$ cat src/rtl/chunked_adder_pkg.sv
// Shared types and elaboration helpers for the chunk-serial adder/subtractor.
package chunked_adder_pkg;

  typedef enum logic [1:0] {
    IDLE = 2'd0,
    RUN  = 2'd1,
    DONE = 2'd2
  } state_t;

  function automatic int nchunk(input int width, input int chunk);
    return width / chunk;
  endfunction

  // A single-chunk configuration still needs a one-bit counter.
  function automatic int cnt_width(input int n);
    return (n > 1) ? $clog2(n) : 1;
  endfunction

endpackage

$ cat src/rtl/chunked_adder_if.sv
// Start/done request bus of the chunk-serial adder: operands in, result and status out.
interface chunked_adder_if #(parameter int WIDTH = 16);
  logic             start;
  logic             sub;
  logic [WIDTH-1:0] a;
  logic [WIDTH-1:0] b;
  logic             c_in;
  logic             busy;
  logic             done;
  logic [WIDTH-1:0] s;
  logic             c_out;
  logic             ovf;

  modport master (output start, sub, a, b, c_in,
                  input  busy, done, s, c_out, ovf);
  modport slave  (input  start, sub, a, b, c_in,
                  output busy, done, s, c_out, ovf);
endinterface

$ cat src/rtl/chunked_adder_ripple.sv
// Combinational CHUNK-bit ripple-carry adder; also exposes the carry into its top bit.
module chunk_ripple #(
  parameter int CHUNK = 4
) (
  input  logic [CHUNK-1:0] i_a,
  input  logic [CHUNK-1:0] i_b,
  input  logic             i_ci,
  output logic [CHUNK-1:0] o_s,
  output logic             o_co,
  output logic             o_c_msb_in
);

  logic [CHUNK:0] w_c;

  assign w_c[0] = i_ci;

  for (genvar i = 0; i < CHUNK; i++) begin : g_fa
    assign o_s[i]   = i_a[i] ^ i_b[i] ^ w_c[i];
    assign w_c[i+1] = (i_a[i] & i_b[i]) | (w_c[i] & (i_a[i] ^ i_b[i]));
  end

  assign o_co       = w_c[CHUNK];
  assign o_c_msb_in = w_c[CHUNK-1];

endmodule

$ cat src/rtl/chunked_adder.sv
// Multi-cycle WIDTH-bit adder/subtractor: one CHUNK-bit slice per clock, carry held in r_cr.
// state | meaning
// IDLE  | waiting for start
// RUN   | adding slice r_k, busy high
// DONE  | one-cycle done pulse, result valid; start here is accepted
module chunked_adder
  import chunked_adder_pkg::*;
#(
  parameter int WIDTH = 16,
  parameter int CHUNK = 4
) (
  input  logic clk,
  input  logic reset,
  chunked_adder_if.slave bus
);

  localparam int NCHUNK = nchunk(WIDTH, CHUNK);
  localparam int CW     = cnt_width(NCHUNK);

  if (CHUNK < 1 || CHUNK > WIDTH) begin : g_bad_chunk
    $error("chunked_adder: CHUNK must be in 1..WIDTH");
  end
  if (WIDTH % CHUNK != 0) begin : g_bad_width
    $error("chunked_adder: WIDTH must be a multiple of CHUNK");
  end

  state_t           r_state, w_state_nxt;
  logic [CW-1:0]    r_k;
  logic [WIDTH-1:0] r_a, r_b, r_s;
  logic             r_cr, r_cout, r_ovf;

  logic [CHUNK-1:0] w_sum;
  logic             w_co, w_c_msb;
  logic             w_accept, w_last;
  int unsigned      w_base;

  assign w_accept = bus.start && (r_state != RUN);
  assign w_last   = (r_k == CW'(NCHUNK - 1));
  assign w_base   = 32'(r_k) * 32'(CHUNK);

  chunk_ripple #(.CHUNK(CHUNK)) u_ripple (
    .i_a        (r_a[w_base +: CHUNK]),
    .i_b        (r_b[w_base +: CHUNK]),
    .i_ci       (r_cr),
    .o_s        (w_sum),
    .o_co       (w_co),
    .o_c_msb_in (w_c_msb)
  );

  always_comb begin
    w_state_nxt = r_state;
    case (r_state)
      IDLE:    if (bus.start) w_state_nxt = RUN;
      RUN:     if (w_last) w_state_nxt = DONE;
      DONE:    w_state_nxt = bus.start ? RUN : IDLE;
      default: w_state_nxt = IDLE;
    endcase
  end

  always_ff @(posedge clk) begin
    if (reset) begin
      r_state <= IDLE;
      r_k     <= '0;
      r_a     <= '0;
      r_b     <= '0;
      r_cr    <= 1'b0;
      r_s     <= '0;
      r_cout  <= 1'b0;
      r_ovf   <= 1'b0;
    end else begin
      r_state <= w_state_nxt;
      if (w_accept) begin
        // Subtract is a + ~b + 1; the result register is left alone until slices land.
        r_a  <= bus.a;
        r_b  <= bus.sub ? ~bus.b : bus.b;
        r_cr <= bus.sub ? 1'b1 : bus.c_in;
        r_k  <= '0;
      end else if (r_state == RUN) begin
        r_s[w_base +: CHUNK] <= w_sum;
        r_cr                 <= w_co;
        r_k                  <= r_k + CW'(1);
        if (w_last) begin
          r_cout <= w_co;
          r_ovf  <= w_c_msb ^ w_co;
        end
      end
    end
  end

  assign bus.busy  = (r_state == RUN);
  assign bus.done  = (r_state == DONE);
  assign bus.s     = r_s;
  assign bus.c_out = r_cout;
  assign bus.ovf   = r_ovf;

endmodule

$ cat src/flat_wrapper.sv
// flat-port wrapper written by rule: the top's interface ports become plain ports
module chunked_adder_flat import chunked_adder_pkg::*;
#(
  parameter int WIDTH = 16,
  parameter int CHUNK = 4
)
  (clk, reset, bus_start, bus_sub, bus_a, bus_b, bus_c_in, bus_busy, bus_done, bus_s, bus_c_out, bus_ovf);
  chunked_adder_if #(.WIDTH(WIDTH)) bus_i ();
  input  logic clk;
  input  logic reset;
  input wire logic [$bits(bus_i.start)-1:0] bus_start;
  input wire logic [$bits(bus_i.sub)-1:0] bus_sub;
  input wire logic [$bits(bus_i.a)-1:0] bus_a;
  input wire logic [$bits(bus_i.b)-1:0] bus_b;
  input wire logic [$bits(bus_i.c_in)-1:0] bus_c_in;
  output wire logic [$bits(bus_i.busy)-1:0] bus_busy;
  output wire logic [$bits(bus_i.done)-1:0] bus_done;
  output wire logic [$bits(bus_i.s)-1:0] bus_s;
  output wire logic [$bits(bus_i.c_out)-1:0] bus_c_out;
  output wire logic [$bits(bus_i.ovf)-1:0] bus_ovf;
  assign bus_i.start = bus_start;
  assign bus_i.sub = bus_sub;
  assign bus_i.a = bus_a;
  assign bus_i.b = bus_b;
  assign bus_i.c_in = bus_c_in;
  assign bus_busy = bus_i.busy;
  assign bus_done = bus_i.done;
  assign bus_s = bus_i.s;
  assign bus_c_out = bus_i.c_out;
  assign bus_ovf = bus_i.ovf;
  chunked_adder #(.WIDTH(WIDTH), .CHUNK(CHUNK)) u_core (.clk(clk), .reset(reset), .bus(bus_i));
endmodule
$ cat config.mk
export PLATFORM = sky130hd
export DESIGN_NAME = chunked_adder_flat
export DESIGN_NICKNAME = d
export VERILOG_FILES = /design/src/rtl/chunked_adder_pkg.sv /design/src/rtl/chunked_adder_if.sv /design/src/rtl/chunked_adder_ripple.sv /design/src/rtl/chunked_adder.sv /design/src/flat_wrapper.sv
export SDC_FILE = /design/constraint.sdc
export NUM_CORES = 1
export LEC_CHECK = 0
export CAP_MARGIN = 20
export CORE_ASPECT_RATIO = 1.75
export CORE_MARGIN = 3
export CORE_UTILIZATION = 43
export CTS_CLUSTER_SIZE = 12
export DETAILED_ROUTE_END_ITERATION = 16
export GPL_ROUTABILITY_DRIVEN = 0
export HOLD_SLACK_MARGIN = 0.06
export PLACE_DENSITY = 0.72
export SYNTH_ARGS = -nofsm -noshare
export SYNTH_HDL_FRONTEND = slang
export SYNTH_SLANG_ARGS = --single-unit
$ cat constraint.sdc
create_clock -name clk -period 8.8 [get_ports clk]
set_clock_uncertainty 0.15 [all_clocks]
set_input_delay 0.88 -clock clk [delete_from_list [all_inputs] [get_ports clk]]
set_output_delay 0.88 -clock clk [all_outputs]
set_load 0.005 [all_outputs]
# ---- After elaboration in Yosys (flattened, before gate mapping)
# Index checks and enable logic that the tools add are counted.
dict set report classes {
  shifts 4
  mux 9
  add_sub_neg 2
  n_bitwise 23
  n_reduce_logical 7
  eq_ne 6
}
# cell count
set op_table {}
lappend op_table {{$neg 4->34} 1}
lappend op_table {{$shift 4x34->16 const A} 1}
lappend op_table {{$shiftx 4x34->16} 1}
lappend op_table {{$shiftx 16x5->4} 2}
lappend op_table {{$bwmux 16} 1}
lappend op_table {{$mux 16} 1}
lappend op_table {{$not 16->16} 1}
lappend op_table {{$xor 1x1->1} 9}
lappend op_table {{$and 1x1->1} 8}
lappend op_table {{$pmux 2 s3} 1}
lappend op_table {{$eq 2x2->1 const B} 2}
lappend op_table {{$mux 1} 4}
lappend op_table {{$mux 2} 2}
lappend op_table {{$ne 2x1->1 const B} 2}
lappend op_table {{$or 1x1->1} 4}
lappend op_table {{$reduce_and 2->1} 2}
lappend op_table {{$reduce_and 3->1} 1}
lappend op_table {{$add 2x1->2 const B} 1}
lappend op_table {{$eq 2x1->1 const B} 1}
lappend op_table {{$logic_not 2->1} 1}
lappend op_table {{$ne 2x2->1 const B} 1}
lappend op_table {{$reduce_bool 2->1} 1}
lappend op_table {{$reduce_or 2->1} 1}
lappend op_table {{$logic_and 1x1->1} 1}
lappend op_table {{$not 1->1} 1}
dict set report word_totals {
  inputBits 37
  regBits 55
}

# ---- Longest topological paths before layout
dict set report logic_depth {
  ltp_word 12
  ltp_mapped 13
  mapped_depth_nobuf 12
}

# ---- Cells and area by module
# Synthesis repeated with hierarchy kept, for this count alone.
dict set report hier_totals {
  cells_unflattened 266
  area_unflattened_um2 2741.4
}
# module seq_area_each_um2 instances cells_each area_each_um2
set by_module_without_submodules {}
lappend by_module_without_submodules {chunked_adder 1101.1 1 254 2631.3}
lappend by_module_without_submodules {chunk_ripple 0.0 1 12 110.1}

# ---- Worst setup path before layout
# Ideal clock, no wire load.
dict set report synth_path {
  kind {reg-to-reg}
  start {reg u_core.r_k[1]}
  end {reg u_core.r_s[15], in the netlist u_core.bus.s[15]}
  n_path_buf 1
  setup_ns 0.128
  arrival_ns 2.707
  path_slack_ns 5.816
  period_less_slack_ns 2.984
  path_stages_with_launch 13
  t_required_ns 8.522
  path_cell_list {dfxtp_1 -> clkbuf_1 -> mux4_2 -> inv_1 -> fa_1 -> inv_1 -> fa_1 -> inv_1 -> fa_1 -> inv_1 -> fa_1 -> a32oi_1 -> nor2_1}
}
dict set report synth_via {
  elab_chain_cells 11
}
# element line
set synth_lines {}
lappend synth_lines {{start, declared} chunked_adder.sv:28} ;# logic [CW-1:0] r_k;
lappend synth_lines {{start signal, assigned} chunked_adder.sv:81} ;# r_k <= r_k + CW'(1);
lappend synth_lines {{$shiftx 16x5->4 (on tied branches)} {chunked_adder.sv:42, chunked_adder.sv:43}}
lappend synth_lines {{$xor 1x1->1} {chunked_adder_ripple.sv:18, chunked_adder_ripple.sv:19}}
lappend synth_lines {{$and 1x1->1} chunked_adder_ripple.sv:19} ;# assign w_c[i+1] = (i_a[i] & i_b[i]) | (w_c[i] & (i_a[i] ^ i_b[i]));
lappend synth_lines {{$or 1x1->1} chunked_adder_ripple.sv:19}
lappend synth_lines {{$and 1x1->1} chunked_adder_ripple.sv:19}
lappend synth_lines {{$or 1x1->1} chunked_adder_ripple.sv:19}
lappend synth_lines {{$and 1x1->1} chunked_adder_ripple.sv:19}
lappend synth_lines {{$or 1x1->1} chunked_adder_ripple.sv:19}
lappend synth_lines {{$xor 1x1->1} chunked_adder_ripple.sv:18} ;# assign o_s[i] = i_a[i] ^ i_b[i] ^ w_c[i];
lappend synth_lines {{$shiftx 4x34->16} chunked_adder.sv:79} ;# r_s[w_base +: CHUNK] <= w_sum;
lappend synth_lines {{$bwmux 16 (*)} chunked_adder.sv:79}
lappend synth_lines {{end signal, assigned by index} chunked_adder.sv:79}
lappend synth_lines {{end, declared} chunked_adder.sv:29} ;# logic [WIDTH-1:0] r_a, r_b, r_s;
# Mark *: on every way between the ends. The rest lies on a longest branch, timed or not.
# A chain may end at the register's enable or synchronous reset.

# ---- Worst setup path in the final report
dict set report layout_path {
  start {reg u_core.r_k[0]}
  end {reg u_core.r_ovf, in the netlist u_core.bus.ovf}
}
dict set report layout_via {
  elab_chain_cells 11
}
# element line
set layout_lines {}
lappend layout_lines {{$shiftx 16x5->4 (on tied branches)} {chunked_adder.sv:42, chunked_adder.sv:43}}
lappend layout_lines {{$xor 1x1->1} chunked_adder_ripple.sv:19}
lappend layout_lines {{$and 1x1->1} chunked_adder_ripple.sv:19}
lappend layout_lines {{$or 1x1->1} chunked_adder_ripple.sv:19}
lappend layout_lines {{$and 1x1->1} chunked_adder_ripple.sv:19}
lappend layout_lines {{$or 1x1->1} chunked_adder_ripple.sv:19}
lappend layout_lines {{$and 1x1->1} chunked_adder_ripple.sv:19}
lappend layout_lines {{$or 1x1->1} chunked_adder_ripple.sv:19}
lappend layout_lines {{$and 1x1->1} chunked_adder_ripple.sv:19}
lappend layout_lines {{$or 1x1->1 (*)} chunked_adder_ripple.sv:19}
lappend layout_lines {{net u_core.u_ripple.o_co} chunked_adder_ripple.sv:9} ;# output logic o_co,
lappend layout_lines {{$xor 1x1->1 (*)} chunked_adder.sv:84} ;# r_ovf <= w_c_msb ^ w_co;
lappend layout_lines {{end signal, assigned} chunked_adder.sv:84}
lappend layout_lines {{end, declared} chunked_adder.sv:30} ;# logic r_cr, r_cout, r_ovf;
# Mark *: on every way through the listed nets, which the timed path passes. The rest lies on a longest branch.

==> parameters.txt <==
Parameter                              Value

CTS
  H-tree levels ... 2
  Maximum number of buffers from clock root to sink ... 2
  Clock buffer count from CTS ... 5
  Clock transition at the register clock pins on the worst setup and hold paths after CTS ... ~0.090 ns
  Hold_buf cts ... 0
  Post-CTS resize count ... 0
  Clk Latency, worst-skew pair ... 0.30 ns
  CTS tree ... done
  Post-CTS repair timing setup buffer count ... 0
  Clk root buf ... sky130_fd_sc_hd__clkbuf_8
  Clock sink count ... 55

Critical path
  Worst EP required ... around 8.9 ns
  Flop-to-flop setup slack ... 5.22 ns
  Crit path launch type ... register
  Startpoint of the lowest-slack register-to-register path ... u_core.r_k[0]$_SDFFE_PP0P_
  R2R cell count ... 12
  Critical path data arrival time ... 3.66 ns
  Critical path class ... reg -> reg
  Critical path capture point type ... register
  Largest driver fanout on the critical path ... 17
  Reg2reg end ... u_core.bus.ovf$_SDFFE_PP0P_

STA
  Worst hold margin ... a little over 0.3 ns
  Highest achievable clock rate ... ~280 MHz
  Time the final worst path needs with I/O delays and setup ... 3.581 ns
  Max Transition Viols Final ... 0
  Setup TNS Final ... 0 ns
  Final Hold Fails ... 0
  Final Setup Violations ... 0
  Relative slew margins ... between 20 and 30%
  Slew at the pin with the worst max-slew slack ... 1.081 ns
  Final period utilization ... 40.70%
  Unrepaired setup endpoints after global routing ... false

Logic synthesis
  Cell area after synthesis ... 2659 um^2
  Ys Warns ... 0
  Number of instances in the synthesized netlist ... between 200 and 300
  Synthesized area per cell ... 9.599 um^2
  Flop and latch count out of synthesis ... 55
  Share of synthesized area occupied by flip-flops and latches ... 41.41%
  Yosys cell types ... 37
  Post-Syn Nets ... roughly 320

GRT
  GRT Total Usage ... approximately 17%
  Antenna violations before repair ... 0
  Maximum number of pins on one net before global-route repair ... 62
  Residual overflow from global routing ... 0
  Global-route wire length before repair ... about 10000 um
  Number of global-route vias before repair ... ~2200

Routing
  Via count normalized by instance count ... approximately 5.5
  Detailed-route via count ... 2204
  DR WL met2 ... roughly 3300 um
  Wire length on met1 ... 2265 um
  Residual DRC count ... 0
  Antenna-violating nets left ... 0
  WL final ... 5875 um
  WL/cell ... ~15 um
  Detailed-routing iteration count for the pre-antenna-repair pass ... 4
  Uppermost layer routed ... met4
  Wire length on met3 ... 144 um
  Initial drt markers ... 105

Cells and area
  Top library cells by usage in the layout, fill and taps aside ... sky130_fd_sc_hd__clkdlybuf4s50_1, sky130_fd_sc_hd__dfxtp_1, sky130_fd_sc_hd__a21oi_1
  N_diodes ... 0
  Count of nets after finishing ... about 370
  Share of cells above drive strength 1 ... under 10%
  Multi-input combinational cell area ... 1383 um^2
  Filler-free cell count of the finished design ... 399
  Combined flip-flop and latch cell area ... 1101 um^2
  Synth-to-Final Area Change ... 24.38%
  Fill cell total of the finished layout ... 609

Die
  Number of top-level pins ... 57
  Die boundary width ... ~65 um
  Y dimension of the die ... 110.0 um
  Total core area ... around 6000 um^2
  Cell row count ... 37
  Initial standard-cell utilization of the core ... 44.87%
  Die area ... slightly above 7000 um^2

Worst hold path
  Hold WC Path Type ... reg -> reg
  Hold Path Stages ... 2
  Hold wc startpoint ... u_core.bus.s[12]$_SDFFE_PP0P_
  Hold path endpoint ... u_core.bus.s[12]$_SDFFE_PP0P_

Placed design
  Detailed-placement wirelength estimate ... 4151 um
  Cell total after placement ... just under 400
  Number of port buffers ... 56

Power and ir drop
  Max VDD drop ... roughly 0.000094 V
  Leak ... 0.001115 uW
  Power per Cell Area ... 153.8 nW/um^2

Outcome
  Run status ... finished, final reports clean

Job
  Number of violations of the max-capacitance limit ... 0
## cell type report
class	count	share of cell area [%]
clock buffers	7	2.611
clock inverters	1	0.2649
inverters	16	1.816
multi-input cells	184	41.81
flip-flops and latches	55	33.30
well taps	78	2.951
repair buffers	58	17.25
## stage by stage
| step | utilization [%] | area [um^2] | total power, uW | setup slack [ns] |
|---|---|---|---|---|
| after floorplan | - | 2659 | 338.1 | 5.816 |
| after global placement | 54.20 | 3212 | 370.0 | 5.353 |
| after detailed placement | 54.20 | 3212 | 372.3 | 5.240 |
| after CTS | 55.81 | 3307 | 514.2 | 5.199 |
| after global routing | 55.81 | 3307 | 533.6 | 4.892 |
| final | 55.81 | 3307 | 508.6 | 5.219 |
## cells in the mapped netlist
cell / n / area share [%]
sky130_fd_sc_hd__or2_2: 1 / 0.24
sky130_fd_sc_hd__nor2b_1: 1 / 0.24
sky130_fd_sc_hd__fa_1: 4 / 3.0
sky130_fd_sc_hd__buf_4: 3 / 0.85
sky130_fd_sc_hd__nand4bb_1: 1 / 0.42
sky130_fd_sc_hd__and2b_1: 1 / 0.28
sky130_fd_sc_hd__or3_1: 4 / 0.94
sky130_fd_sc_hd__nand3b_1: 4 / 1.1
sky130_fd_sc_hd__o32ai_2: 2 / 1.2
sky130_fd_sc_hd__o311ai_0: 1 / 0.33
sky130_fd_sc_hd__a32oi_1: 2 / 0.66
sky130_fd_sc_hd__xnor2_1: 18 / 5.9
sky130_fd_sc_hd__or3_4: 1 / 0.42
sky130_fd_sc_hd__o21ai_0: 16 / 3.0
sky130_fd_sc_hd__inv_1: 14 / 2.0
sky130_fd_sc_hd__clkbuf_1: 12 / 1.7
sky130_fd_sc_hd__buf_2: 5 / 0.94
sky130_fd_sc_hd__ha_1: 6 / 2.8
sky130_fd_sc_hd__clkinv_1: 1 / 0.14
sky130_fd_sc_hd__nand3_1: 17 / 3.2
sky130_fd_sc_hd__nand2b_1: 8 / 1.9
sky130_fd_sc_hd__o32ai_1: 6 / 2.0
sky130_fd_sc_hd__o22a_1: 1 / 0.33
sky130_fd_sc_hd__nand2_1: 9 / 1.3
sky130_fd_sc_hd__and2_1: 2 / 0.47
sky130_fd_sc_hd__inv_2: 1 / 0.14
sky130_fd_sc_hd__a211oi_1: 16 / 4.5
sky130_fd_sc_hd__nand4_1: 3 / 0.71
sky130_fd_sc_hd__nor3_1: 2 / 0.38
sky130_fd_sc_hd__nor2_2: 1 / 0.24
sky130_fd_sc_hd__dfxtp_1: 55 / 41
sky130_fd_sc_hd__mux2i_1: 2 / 0.75
sky130_fd_sc_hd__mux4_2: 8 / 6.8
sky130_fd_sc_hd__a21oi_1: 40 / 7.5
sky130_fd_sc_hd__nor2_1: 6 / 0.85
sky130_fd_sc_hd__and4bb_2: 1 / 0.47
sky130_fd_sc_hd__buf_6: 2 / 0.85
## per-layer routing
metal	GRT usage [%]	vias up
met3	2.130	13
met1	18.76	1072
met4	8.605	0
li1	-	1077
met5	0	-
met2	32.27	42
## logic make-up after synthesis
family,count (synthesis),share of synthesized area (%)
multiplexers,10,7.529
AND/OR/NAND/NOR,62,13.13
buffers and inverters,38,6.588
flip-flops,55,41.41
adder cells (fa/ha/maj),10,5.835
AO/OA/AOI/OAI,84,19.58
XOR/XNOR,18,5.929
## registers in the layout, indices dropped and copies added, names as in the netlist
| register | flops |
|---|---|
| u_core.r_state | 2 |
| u_core.r_cr | 1 |
| u_core.r_k | 2 |
| u_core.bus.s | 16 |
| u_core.r_a | 16 |
| u_core.r_b | 16 |
| u_core.bus.c_out | 1 |
| u_core.bus.ovf | 1 |
## critical path, stage by stage, from the launching register on
cell and delay [ns]:
sky130_fd_sc_hd__dfxtp_1 0.90, sky130_fd_sc_hd__mux4_2 0.59, sky130_fd_sc_hd__inv_1 0.10, sky130_fd_sc_hd__fa_1 0.18
sky130_fd_sc_hd__inv_1 0.05, sky130_fd_sc_hd__fa_1 0.36, sky130_fd_sc_hd__inv_1 0.08, sky130_fd_sc_hd__fa_1 0.20
sky130_fd_sc_hd__inv_1 0.06, sky130_fd_sc_hd__fa_1 0.42, sky130_fd_sc_hd__xnor2_1 0.18, sky130_fd_sc_hd__nand3_1 0.09
sky130_fd_sc_hd__a21oi_1 0.15
## power by group
group | switching, uW | leakage (uW) | internal, uW | total [uW]
Clock | 78.2 | 0.0000484 | 64.6 | 143
Sequential | 10.1 | 0.000450 | 263 | 273
Combinational | 46.1 | 0.000617 | 47.1 | 93.3
## worst max path at each step
| stage | start | end | slack, ns | cells after the start |
|---|---|---|---|---|
| 6_report | u_core.r_k[0]$_SDFFE_PP0P_ | u_core.bus.ovf$_SDFFE_PP0P_ | 5.22 | 12 |
| 3_5_place_dp | u_core.r_k[0]$_SDFFE_PP0P_ | u_core.bus.ovf$_SDFFE_PP0P_ | 5.24 | 12 |
| 3_3_place_gp | u_core.r_k[0]$_SDFFE_PP0P_ | u_core.bus.s[15]$_SDFFE_PP0P_ | 5.35 | 11 |
| 2_1_floorplan | u_core.r_k[1]$_SDFFE_PP0P_ | u_core.bus.s[15]$_SDFFE_PP0P_ | 5.82 | 12 |
| 5_1_grt | u_core.r_k[0]$_SDFFE_PP0P_ | u_core.bus.ovf$_SDFFE_PP0P_ | 4.89 | 12 |
| 4_1_cts | u_core.r_k[0]$_SDFFE_PP0P_ | u_core.bus.ovf$_SDFFE_PP0P_ | 5.20 | 12 |
No activity file was read; power rests on OpenSTA's default activity.
